<file path="src/rtl/seg7_scan_module_if.sv">
// Signal bundle between the BCD source and the three-digit 7-segment scan driver.
// Data contract: no handshake. Number_Sig/Blank_En are level inputs that the driver
// samples once per frame; SMG_Data/Scan_Sig/Frame_Done are registered outputs.
interface seg7_scan_module_if;
    logic [11:0] Number_Sig;
    logic        Blank_En;
    logic [7:0]  SMG_Data;
    logic [2:0]  Scan_Sig;
    logic        Frame_Done;
    logic [1:0]  Scan_State;

    modport master (
        output Number_Sig, Blank_En,
        input  SMG_Data, Scan_Sig, Frame_Done, Scan_State
    );

    modport slave (
        input  Number_Sig, Blank_En,
        output SMG_Data, Scan_Sig, Frame_Done, Scan_State
    );
endinterface

</file>
<file path="src/rtl/seg7_scan_module.sv">
// Three-digit multiplexed common-anode 7-segment driver with a per-frame tear-free
// snapshot, per-slot dead time and optional leading-zero blanking.
module seg7_scan_module #(
    parameter logic [15:0] T1MS = 16'd49_999,
    parameter logic [15:0] DEAD = 16'd2_499
) (
    input  logic                       CLK,
    input  logic                       RSTn,
    seg7_scan_module_if.slave          bus
);
    typedef enum logic [1:0] {
        DIG0 = 2'b00,
        DIG1 = 2'b01,
        DIG2 = 2'b10
    } state_t;

    state_t      state;
    logic [15:0] C1;
    logic [11:0] rNum;
    logic        rBlank;
    logic [7:0]  smg_q;
    logic [2:0]  scan_q;
    logic        frame_done_q;

    logic        slot_end;
    logic [3:0]  digit_nib;
    logic        digit_blank;
    logic [2:0]  scan_n;
    logic [7:0]  lit_data;

    function automatic logic [7:0] seg7_decode(input logic [3:0] nib);
        logic [7:0] seg;
        case (nib)
            4'd0:    seg = 8'hC0;
            4'd1:    seg = 8'hF9;
            4'd2:    seg = 8'hA4;
            4'd3:    seg = 8'hB0;
            4'd4:    seg = 8'h99;
            4'd5:    seg = 8'h92;
            4'd6:    seg = 8'h82;
            4'd7:    seg = 8'hF8;
            4'd8:    seg = 8'h80;
            4'd9:    seg = 8'h90;
            default: seg = 8'h86;
        endcase
        return seg;
    endfunction

    assign slot_end = (C1 == T1MS);

    // Blanking only looks at zero nibbles; an invalid nibble is never zero, so it always shows 'E'.
    always_comb begin
        digit_nib   = rNum[3:0];
        digit_blank = 1'b0;
        scan_n      = 3'b111;
        case (state)
            DIG0: begin
                digit_nib = rNum[3:0];
                scan_n    = 3'b110;
            end
            DIG1: begin
                digit_nib   = rNum[7:4];
                digit_blank = rBlank && (rNum[11:8] == 4'd0) && (rNum[7:4] == 4'd0);
                scan_n      = 3'b101;
            end
            DIG2: begin
                digit_nib   = rNum[11:8];
                digit_blank = rBlank && (rNum[11:8] == 4'd0);
                scan_n      = 3'b011;
            end
            default: ;
        endcase
    end

    assign lit_data = digit_blank ? 8'hFF : seg7_decode(digit_nib);

    always_ff @(posedge CLK or negedge RSTn) begin
        if (!RSTn) begin
            C1           <= 16'd0;
            state        <= DIG0;
            rNum         <= 12'd0;
            rBlank       <= 1'b0;
            smg_q        <= 8'hFF;
            scan_q       <= 3'b111;
            frame_done_q <= 1'b0;
        end else begin
            C1 <= slot_end ? 16'd0 : C1 + 16'd1;

            case (state)
                DIG0: if (slot_end) state <= DIG1;
                DIG1: if (slot_end) state <= DIG2;
                DIG2: begin
                    if (slot_end) begin
                        state  <= DIG0;
                        rNum   <= bus.Number_Sig;
                        rBlank <= bus.Blank_En;
                    end
                end
                default: state <= DIG0;
            endcase

            frame_done_q <= slot_end && (state == DIG2);

            // Outputs lag C1 by one cycle: they reflect the slot position just counted.
            if (C1 < DEAD) begin
                smg_q  <= 8'hFF;
                scan_q <= 3'b111;
            end else begin
                smg_q  <= lit_data;
                scan_q <= scan_n;
            end
        end
    end

    assign bus.SMG_Data   = smg_q;
    assign bus.Scan_Sig   = scan_q;
    assign bus.Frame_Done = frame_done_q;
    assign bus.Scan_State = state;
endmodule
</file>
<file path="src/flat_wrapper.sv">
// flat-port wrapper written by rule: the top's interface ports become plain ports
module seg7_scan_module_flat 
#(
    parameter logic [15:0] T1MS = 16'd49_999,
    parameter logic [15:0] DEAD = 16'd2_499
)
  (CLK, RSTn, bus_Number_Sig, bus_Blank_En, bus_SMG_Data, bus_Scan_Sig, bus_Frame_Done, bus_Scan_State);
  seg7_scan_module_if bus_i ();
  input  logic CLK;
  input  logic RSTn;
  input wire logic [$bits(bus_i.Number_Sig)-1:0] bus_Number_Sig;
  input wire logic [$bits(bus_i.Blank_En)-1:0] bus_Blank_En;
  output wire logic [$bits(bus_i.SMG_Data)-1:0] bus_SMG_Data;
  output wire logic [$bits(bus_i.Scan_Sig)-1:0] bus_Scan_Sig;
  output wire logic [$bits(bus_i.Frame_Done)-1:0] bus_Frame_Done;
  output wire logic [$bits(bus_i.Scan_State)-1:0] bus_Scan_State;
  assign bus_i.Number_Sig = bus_Number_Sig;
  assign bus_i.Blank_En = bus_Blank_En;
  assign bus_SMG_Data = bus_i.SMG_Data;
  assign bus_Scan_Sig = bus_i.Scan_Sig;
  assign bus_Frame_Done = bus_i.Frame_Done;
  assign bus_Scan_State = bus_i.Scan_State;
  seg7_scan_module #(.T1MS(T1MS), .DEAD(DEAD)) u_core (.CLK(CLK), .RSTn(RSTn), .bus(bus_i));
endmodule
</file>
<file path="config.mk">
export PLATFORM = sky130hd
export DESIGN_NAME = seg7_scan_module_flat
export DESIGN_NICKNAME = d
export VERILOG_FILES = /design/src/rtl/seg7_scan_module_if.sv /design/src/rtl/seg7_scan_module.sv /design/src/flat_wrapper.sv
export SDC_FILE = /design/constraint.sdc
export NUM_CORES = 1
export LEC_CHECK = 0
export ABC_AREA = 0
export BUFFER_PORTS_ARGS = -buffer_cell sky130_fd_sc_hd__buf_2
export CORE_MARGIN = 2
export CORE_UTILIZATION = 55
export CTS_CLUSTER_DIAMETER = 200
export DETAILED_ROUTE_END_ITERATION = 8
export GPL_ROUTABILITY_DRIVEN = 0
export GPL_TIMING_DRIVEN = 0
export PLACE_DENSITY = 0.77
export SLEW_MARGIN = 30
export SYNTH_ARGS = -nofsm -noshare
export SYNTH_HDL_FRONTEND = slang
export SYNTH_SLANG_ARGS = --single-unit
</file>
<file path="constraint.sdc">
create_clock -name CLK -period 2.5 [get_ports CLK]
set_input_delay 0.125 -clock CLK [delete_from_list [all_inputs] [get_ports CLK]]
set_output_delay 0.125 -clock CLK [all_outputs]
set_load 0.01 [all_outputs]
</file>
==> results_dict.tcl <==
set metrics [dict create \
    combPwrFrac_pct 5.2 \
    max_cap_viol_count 0 \
    routed_wirelength_um 3860 \
    cp.buffers_inverters 3 \
    min_period_over_period_pct 93.8 \
    clockRootBuffer "clkbuf_8" \
    postSynthRegisterBits 42 \
    fin_crit_ns 2.34 \
    critical-path-max-stage-delay_ns 0.41 \
    sequentialPowerShare_pct 53.1 \
    synth_cell_type_count 41 \
    slew_violations 0 \
    tritoncts.num_buffers 5 \
    flow.area_growth_from_synthesis_pct 15.6 \
    critPathMaxFanout 8 \
    syn_avg_cell_area_um2 11.8 \
    port_buffers 27 \
    via_count_of_the_first_global_routing_pass 1423 \
    timing.critical_path.from_type "flip-flop" \
    worst-slew-pin-transition_ns 0.633 \
    die_width_um 65.9 \
    cell_internal_pwr_uw 1050 \
    final_util_pct 66.5 \
    post_synth_inst_count 179 \
    placedInstanceArea_um2 2300 \
    crit_path_top_delay_cell "dfrtp_1" \
    antenna_found_initial 0 \
    cp_cell_sequence "inv_1, ha_1, clkbuf_1, nor2_1, a21oi_2, inv_1, ha_1, nor2_1, nor2_1, o21ai_1" \
    via_count 1445 \
    hold_path_depth 2 \
    area_enclosed_by_the_die_boundary_um2 4340 \
    num_io_pins 29 \
    run_status "finished clean" \
    drtAntennaViolNets 0 \
    path_class "reg2reg" \
    routedWlPerCell_um 14.7 \
    synth.net_count 205 \
    tritoncts_num_sinks 42 \
    layout.cells.most_common_list "dfrtp_1 (32), buf_2 (28), nor2_1 (16), nand2_1 (13), ha_1 (11)" \
    hp-class "in2reg" \
    yosys.area.top_type_share_pct 38.0 \
    post-route-cell-area_um2 2430 \
    ir_worst_vdd_mv 0.412 \
    netlist.top_cell.by_area "dfrtp_1" \
    worst_r2r_path_depth 10 \
    critPathArrivalTime_ns 2.57 \
    final.setup_skew_ns 0.00799 \
    die_h_um 65.9 \
    core_um2 3660 \
    fin_nets 240 \
    max_freq_mhz 427 \
    netlist_area_um2 2110 \
    count_of_yosys_warnings_during_synthesis 0 \
    layout_commonest_cell "dfrtp_1" \
    ctsHtreeMaxLevel 2 \
    tritoncts "yes" \
    p_sw_uw 267 \
    critical_path.top_delay_family "adder cells" \
    detail_route.vias_per_cell 5.49 \
    clkTransAtPathRegs_ns 0.08 \
    switching_share_pct 20.3 \
    instances_no_fill 263 \
    dp_cells 254 \
    worst_path_most_repeated_cell "nor2_1" \
    diodes 0 \
    critical_path_depth 10 \
    synth.yosys.seq_area_share_pct 50.5 \
    clk_latency_ns 0.29 \
    grt_usage_pct 20.6 \
    max_slew_margin_pct 57.8 \
    grt_remaining_overflow 0 \
    drt_first_iter_violations 103 \
    grt_max_degree 43 \
    required_time_at_the_worst_slack_endpoint_ns 2.72 \
    synth_area_leaders "dfrtp_1 (38%), dfstp_2 (12%), mux2_4 (7.1%)" \
    firstDrtPassIters 4 \
    row_count 22 \
    cts.repair_timing.setup_buffer_count 0 \
    remaining_drc_errors 0 \
    critPathCaptureType "flip-flop" \
    pwr-share-clk_pct 41.7 \
    leakagePower_uw 0.00112 \
    global_route_wire_length_before_repair_um 6670 \
    initial_utilization_pct 57.6 \
    clock_path_buffers 2 \
    layout-drive-gt1-share_pct 34.0 \
    detailed_place_hpwl_um 2760 \
    power.density_nw_per_um2 541 \
    timing_hold_violations_final 0 \
    finalSetupViolCount 0 \
]
==> worst register-to-register path: stages, from the launching register on <==
cell	delay (ns)
dfrtp_1	0.41
inv_1	0.10
ha_1	0.29
clkbuf_1	0.31
nor2_1	0.12
a21oi_2	0.23
inv_1	0.13
ha_1	0.34
nor2_1	0.15
nor2_1	0.06
o21ai_1	0.15
==> logic make-up (layout without fill, tap and decap cells) <==
logic type	Yosys count	in the layout	synth area share, %
and+or+nand+nor	61	61	16.7
DFF	42	42	50.5
adders and majority gates	11	11	6.53
other	1	1	0.178
xor gates and xnor gates	13	13	5.40
buffers and inverters	10	46	2.79
muxes	19	19	11.8
AOI/OAI and AO/OA	22	22	6.12
==> metal layers <==
metal | track usage, % | wire length [um] | share of wire [%]
met5 | 0 | 0 | 0
met4 | 6.25 | 29 | 0.75
met2 | 32.2 | 1930 | 50
met3 | 6.13 | 252 | 6.5
met1 | 27.7 | 1650 | 43
==> stage by stage <==
| stage | hold WS, ns | setup TNS (ns) | total power (uW) | setup slack (ns) |
|---|---|---|---|---|
| floorplan | -0.171 | 0 | 745 | 0.376 |
| global placement | 0.276 | 0 | 773 | 0.227 |
| detailed placement | 0.300 | 0 | 778 | 0.112 |
| CTS | 0.0512 | 0 | 1320 | 0.0746 |
| global route | 0.0429 | -0.000797 | 1370 | -0.000797 |
| finish | 0.0581 | 0 | 1320 | 0.156 |
==> synthesized netlist by cell type <==
master	instances
and3_1	4
nand4_1	4
and4_2	1
or4_1	2
dfstp_2	10
nand3b_1	1
xnor2_1	8
inv_1	4
a21oi_1	5
mux2i_1	3
nor2_1	16
nand4_2	1
nand2_1	13
conb_1	1
nand3_2	1
a22oi_1	3
buf_2	2
and2_1	2
ha_1	11
nor2b_1	2
mux2_4	10
o211ai_1	1
o21a_1	1
a21o_1	1
and4bb_2	1
o21ai_1	4
or2_2	1
clkbuf_1	1
buf_4	1
dfrtp_1	32
nor3_1	2
buf_6	2
mux2_2	6
nor4_4	1
nand3_1	4
a22o_1	1
xor2_1	5
nor4_1	3
o21ai_0	6
and4b_1	1
nor4b_2	1
==> flip-flops by register name, indices dropped and copies added (netlist names) <==
signal and count:
u_core.C1 16, u_core.bus.Frame_Done 1, u_core.bus.SMG_Data 7, u_core.bus.Scan_Sig 3
u_core.bus.Scan_State 2, u_core.rBlank 1, u_core.rNum 12
==> power groups by stage <==
stage | Clock [uW] | Combinational [uW] | Sequential [uW]
2_1_floorplan | 0 | 36.7 | 709
3_3_place_gp | 0 | 62.3 | 711
3_5_place_dp | 0 | 66.7 | 712
4_1_cts | 557 | 68.0 | 699
5_1_grt | 597 | 77.4 | 700
6_report | 548 | 68.5 | 699
==> cell type report <==
type / instances / area [um^2]
buffer: 6 / 43.8
clock inverter: 1 / 30.0
fill: 290 / 1230
sequential: 42 / 1060
timing repair buffer: 28 / 148
tap: 48 / 60.1
clock buffer: 7 / 86.3
inverter: 4 / 15.0
multi-input combinational: 127 / 988
==> repair_timing <==
item / 4_1_cts / 5_1_grt
hold buffers: 1 / 0
setup endpoints to repair: 0 / 2
resized for setup: 0 / 2
endpoints found under the hold margin: 32 / 0
==> final timing paths <==
path / from / end / slack, ns
max in group asynchronous: RSTn / u_core.bus.Scan_Sig[1]$_DFF_PN1_ / 1.77
hold / removal: bus_Number_Sig[8] / u_core.rNum[8]$_DFFE_PN0P_ / 0.06
setup reg to reg: u_core.bus.Scan_State[0]$_DFFE_PN0P_ / u_core.bus.SMG_Data[1]$_DFF_PN1_ / 0.16
min in group asynchronous: RSTn / u_core.C1[13]$_DFF_PN0_ / 0.35
hold reg to reg: u_core.C1[0]$_DFF_PN0_ / u_core.C1[0]$_DFF_PN0_ / 0.46
setup / recovery: u_core.bus.Scan_State[0]$_DFFE_PN0P_ / u_core.bus.SMG_Data[1]$_DFF_PN1_ / 0.16
Note: power is estimated with default switching activity, not from simulation.
